===== config.mk =====
export PLATFORM = sky130hd
export DESIGN_NAME = inst_fetch_unit
export DESIGN_NICKNAME = d
export VERILOG_FILES = /design/src/rtl/inst_fetch_unit.sv
export SDC_FILE = /design/constraint.sdc
export NUM_CORES = 1
export LEC_CHECK = 0
export ABC_CLOCK_PERIOD_IN_PS = 7310
export CAP_MARGIN = 25
export CORE_ASPECT_RATIO = 0.5
export CORE_UTILIZATION = 35
export CTS_BUF_LIST = sky130_fd_sc_hd__clkbuf_8
export CTS_CLUSTER_DIAMETER = 60
export DETAILED_ROUTE_END_ITERATION = 12
export HOLD_SLACK_MARGIN = 0.03
export PLACE_DENSITY_LB_ADDON = 0.05
export SYNTH_ARGS = -nofsm -noshare
export SYNTH_HDL_FRONTEND = slang
export SYNTH_SLANG_ARGS = --single-unit

===== constraint.sdc =====
create_clock -name clk -period 7.31 [get_ports clk]
set_input_delay 1.462 -clock clk [delete_from_list [all_inputs] [get_ports clk]]
set_output_delay 1.462 -clock clk [all_outputs]
set_load 0.1 [all_outputs]

===== src/rtl/inst_fetch_unit.sv =====
// Instruction fetch unit: samples the PC, issues single word reads over a
// req/gnt/rvalid handshake (one fetch in flight at most), buffers returned
// instructions in a small FIFO for decode and handles branch/jump flushes.
module inst_fetch_unit #(
  parameter int DEPTH = 2,
  parameter int AW    = 32
) (
  input  logic          clk,
  input  logic          reset,
  input  logic [AW-1:0] pc_in,
  output logic          PCwrt,
  input  logic          flush,
  output logic          mem_req,
  output logic [AW-1:0] mem_addr,
  input  logic          mem_gnt,
  input  logic          mem_rvalid,
  input  logic [31:0]   mem_rdata,
  output logic          inst_valid,
  output logic [31:0]   inst,
  output logic [AW-1:0] inst_pc,
  input  logic          inst_ready,
  output logic          fetch_err
);

  localparam int PW = (DEPTH > 1) ? $clog2(DEPTH) : 1;
  localparam int CW = PW + 1;
  localparam logic [CW-1:0] FULL = CW'(DEPTH);

  typedef enum logic [1:0] {
    IDLE = 2'd0,
    REQ  = 2'd1,
    WAIT = 2'd2,
    DROP = 2'd3
  } state_e;

  state_e        state_q, state_d;
  logic          mem_req_q, mem_req_d;
  logic [AW-1:0] mem_addr_q, mem_addr_d;
  logic          fetch_err_q, fetch_err_d;
  logic [CW-1:0] count_q, count_d;
  logic [PW-1:0] wptr_q, wptr_d;
  logic [PW-1:0] rptr_q, rptr_d;
  logic          push;
  logic          pop;

  logic [31:0]   data_q [DEPTH];
  logic [AW-1:0] pcs_q  [DEPTH];

  // State register: FSM, request registers, sticky error and queue bookkeeping
  always_ff @(posedge clk or posedge reset) begin
    if (reset) begin
      state_q     <= IDLE;
      mem_req_q   <= 1'b0;
      mem_addr_q  <= '0;
      fetch_err_q <= 1'b0;
      count_q     <= '0;
      wptr_q      <= '0;
      rptr_q      <= '0;
    end else begin
      state_q     <= state_d;
      mem_req_q   <= mem_req_d;
      mem_addr_q  <= mem_addr_d;
      fetch_err_q <= fetch_err_d;
      count_q     <= count_d;
      wptr_q      <= wptr_d;
      rptr_q      <= rptr_d;
    end
  end

  // Queue storage: written only on push; contents are hidden while empty,
  // so they need no reset
  always_ff @(posedge clk) begin
    if (push) begin
      data_q[wptr_q] <= mem_rdata;
      pcs_q[wptr_q]  <= mem_addr_q;
    end
  end

  // Next-state logic: fetch FSM, request registers and sticky error
  always_comb begin
    state_d     = state_q;
    mem_addr_d  = mem_addr_q;
    fetch_err_d = fetch_err_q;
    push        = 1'b0;
    case (state_q)
      IDLE: begin
        if (!flush) begin
          if (pc_in[1:0] != 2'b00) begin
            fetch_err_d = 1'b1;
          end else if (!fetch_err_q && (count_q < FULL)) begin
            mem_addr_d = pc_in;
            state_d    = REQ;
          end
        end
      end
      REQ: begin
        // A granted request is committed even under flush, so its data
        // must still be drained in DROP.
        if (flush) begin
          state_d = mem_gnt ? DROP : IDLE;
        end else if (mem_gnt) begin
          state_d = WAIT;
        end
      end
      WAIT: begin
        if (flush) begin
          state_d = mem_rvalid ? IDLE : DROP;
        end else if (mem_rvalid) begin
          push    = 1'b1;
          state_d = IDLE;
        end
      end
      DROP: begin
        if (mem_rvalid) begin
          state_d = IDLE;
        end
      end
      default: state_d = IDLE;
    endcase
    if (flush) begin
      fetch_err_d = 1'b0;
    end
    // mem_req is registered: high exactly while the FSM sits in REQ
    mem_req_d = (state_d == REQ);
  end

  // Queue pointer/count update; flush empties the queue and overrides a pop
  always_comb begin
    pop     = (count_q != '0) && inst_ready && !flush;
    count_d = count_q;
    wptr_d  = wptr_q;
    rptr_d  = rptr_q;
    if (flush) begin
      count_d = '0;
      wptr_d  = '0;
      rptr_d  = '0;
    end else begin
      if (push) wptr_d = wptr_q + PW'(1);
      if (pop)  rptr_d = rptr_q + PW'(1);
      if (push && !pop)      count_d = count_q + CW'(1);
      else if (!push && pop) count_d = count_q - CW'(1);
    end
  end

  // Outputs: PC load strobe and queue head presentation
  always_comb begin
    PCwrt      = ((state_q == REQ) && mem_gnt) || flush;
    mem_req    = mem_req_q;
    mem_addr   = mem_addr_q;
    fetch_err  = fetch_err_q;
    inst_valid = (count_q != '0);
    inst       = inst_valid ? data_q[rptr_q] : 32'd0;
    inst_pc    = inst_valid ? pcs_q[rptr_q] : '0;
  end

endmodule

==> summary.txt <==
Die
  – Die H: a little under 100 µm
  – Core Region: 17800 µm²
  – # rows: 34
  – IO Pins: 170
  – Die W: 195 µm
  – Starting Density: 0.367
  – Die area: approximately 19000 µm²

Route
  – Initial drt markers: 86
  – Via count: 3696
  – Drt pass-1 iters: 4
  – Post-DRT Antenna Nets: 0
  – Vias/cell: 4.58
  – Drt drc: 0
  – Wire length per cell: around 17 µm
  – DRT Wirelength: 13400 µm

Yosys
  – Synth Instances: 385
  – Ys async rst share: 0.238
  – Synth cell types: 30
  – Top cell type's share of synthesized area: 0.588
  – Syn. warnings: 0
  – Syn_nets: 455
  – EDFF count, synth: 128
  – Most frequent cells after synthesis: 128 x edfxtp_1, 72 x nor2_1, 66 x mux2i_1
  – Sequential share of the synthesized area: 0.741
  – Count leader, synth: edfxtp_1
  – Mapped Area: 6540 µm²
  – Cell accounting for the most synthesized area: edfxtp_1
  – Syn Area/Cell: 17.0 µm²
  – Synth Flop Type: edfxtp_1
  – Synth top area cells: edfxtp_1 59%, dfrtp_1 15%, mux2i_1 10%
  – FF+latch count, synth: 168

Final layout
  – Area delta synth->final: 36.2%
  – Fraction of layout cells with a size suffix above 1: 0.131
  – Final core area utilization: 0.500
  – Register area: a little under 5000 µm²
  – Final-layout fill cell count: between 1500 and 2000
  – Final Instance Area: a little under 9000 µm²
  – # nets final: 630
  – Ant. Diodes: 0
  – Multi-input gate area: ~1600 µm²

STA
  – Setup-failing EPs final: 0
  – Setup_tns: 0 ns
  – Tcrit/Tclk final: 0.681
  – Final-report hold violation count: 0
  – Final worst clock skew: roughly 0.012 ns
  – Slew @ Worst Pin: 1.03 ns
  – Tmin final: 4.98 ns
  – RSZ-0062 raised after global routing: no
  – Slew HR: 0.310
  – Max Slew Vio Count: 0
  – FMAX: roughly 200 MHz
  – Hold WS: between 0.4 and 0.5 ns

GRT
  – Total grt overflow: 0
  – Gr usage total: 0.145
  – Initial antenna violation count: 0
  – Largest net degree at the start of global routing: 65
  – Vias in the first global route: 3782
  – First-pass GRT wire length: roughly 21000 µm

Clock network
  – CTS sink cnt: 168
  – Worst-path clk slew: around 0.09 ns
  – CTS Buffer Depth: 2
  – Clk Latency, worst-skew pair: 0.44 ns
  – Total CTS buffers: 17
  – CTS tree: built
  – Hold buffer count at cts: 0
  – Post-CTS Setup Repair Bufs: 0
  – CTS HTree Levels: 4
  – Number of gates resized after CTS: 0
  – Clock root buffer: clkbuf_8

Worst setup path
  – Crit path arrival time: 3.51 ns
  – Worst setup startpoint: flush
  – Reg-to-Reg Start: state_q[0]$_DFF_PP0_
  – Worst-path maximum fanout: 12
  – Startpoint types: input pin
  – Worst Path Required: 5.85 ns
  – Worst setup path category: in2out
  – FF-to-FF setup slack: 4.82 ns
  – Critical path endpoint category: primary output

Power
  – Pwr/cell area: 368 nW/µm²
  – Max VDD drop: 0.323 mV
  – Leak Pwr: 3.08 nW

Flow run
  – Max_cap viols: 0

Place
  – Placed Area: roughly 8500 µm²
  – I/O Buffers: 169
  – DP Wirelength: about 8200 µm
  – RD Place Congestion: between 0.6 and 0.7

Run status
  – Status: finished, final reports clean

Min path
  – Worst hold path class: reg2reg
  – Worst Hold Launch: mem_addr[1]$_DFFE_PP0P_
==> final timing paths <==
path / to / depth (start not counted)
min in group asynchronous: mem_addr[5]$_DFFE_PP0P_ / 2
worst min register to register: pcs_q[1][1]$_DFFE_PP_ / 0
worst max-delay path: PCwrt / 3
max in group asynchronous: rptr_q$_DFFE_PP0P_ / 3
worst max register to register: pcs_q[0][20]$_DFFE_PP_ / 4
worst min-delay path: pcs_q[1][1]$_DFFE_PP_ / 0
==> metal layers <==
layer  routed length (µm)  part of all wire  vias up  global-route usage
met5                    0                 0        -                   0
met4                  107            0.0080        0              0.0418
met3                  718             0.054       11              0.0537
met2                 6330              0.47       90               0.230
met1                 6260              0.47     1838               0.187
li1                     -                 -     1757                   -
==> report_power, final <==
| part | total (mW) | switching [mW] | internal [mW] | leakage (nW) |
|---|---|---|---|---|
| registers | 1.31 | 0.114 | 1.20 | 1.65 |
| clock network | 0.662 | 0.348 | 0.314 | 0.185 |
| logic | 1.30 | 0.951 | 0.352 | 1.25 |
==> cells in the final DEF, fill, tap and decap left out, types with 2 or more instances in the layout <==
cell type,n
edfxtp_1,128
mux2i_1,66
o21ai_0,2
buf_4,3
buf_12,2
inv_6,2
nor2_1,70
nand2b_1,3
clkdlybuf4s50_1,169
and2_1,2
bufinv_16,2
nand3b_1,2
clkinvlp_4,5
nor4b_1,2
clkbuf_8,18
mux2_4,28
xor2_1,2
nor2_4,2
nand2_1,2
a21oi_1,2
clkinv_4,3
dfrtp_1,39
mux2_2,2
==> critical path: stages <==
cell and delay, ns:
clkdlybuf4s50_1 0.75, nand2b_1 0.17, clkdlybuf4s50_1 1.13
==> per-stage QoR <==
step           setup slack (ns)  total power [mW]  instances
5_1_grt                    2.25              3.40        807
6_report                   2.33              3.28        807
2_1_floorplan              2.27              2.31        385
3_3_place_gp               2.34              2.64        773
4_1_cts                    2.33              3.31        806
3_5_place_dp               2.33              2.64        774
==> logic make-up after synthesis <==
group                  count (synthesis)  synth area share
AO/OA/AOI/OAI                          6           0.00536
XOR/XNOR                               3           0.00402
buffers and inverters                 20            0.0166
flip-flops                           168             0.741
multiplexers                          96             0.169
AND/OR/NAND/NOR                       92            0.0645
==> state kept, by name, summed over array words and instances (netlist names) <==
register   count
state_q        2
wptr_q         1
pcs_q         64
count_q        2
fetch_err      1
data_q        64
mem_req        1
rptr_q         1
mem_addr      32
==> layout make-up <==
class                           count  share of cell area
Clock buffer                       18              0.0278
Sequential cell                   168               0.544
Tap cell                          234              0.0329
Timing Repair Buffer              174               0.197
Multi-Input combinational cell    197               0.180
Inverter                            2            0.000843
Clock inverter                     14              0.0169
Note: power is estimated with default switching activity, not from simulation.
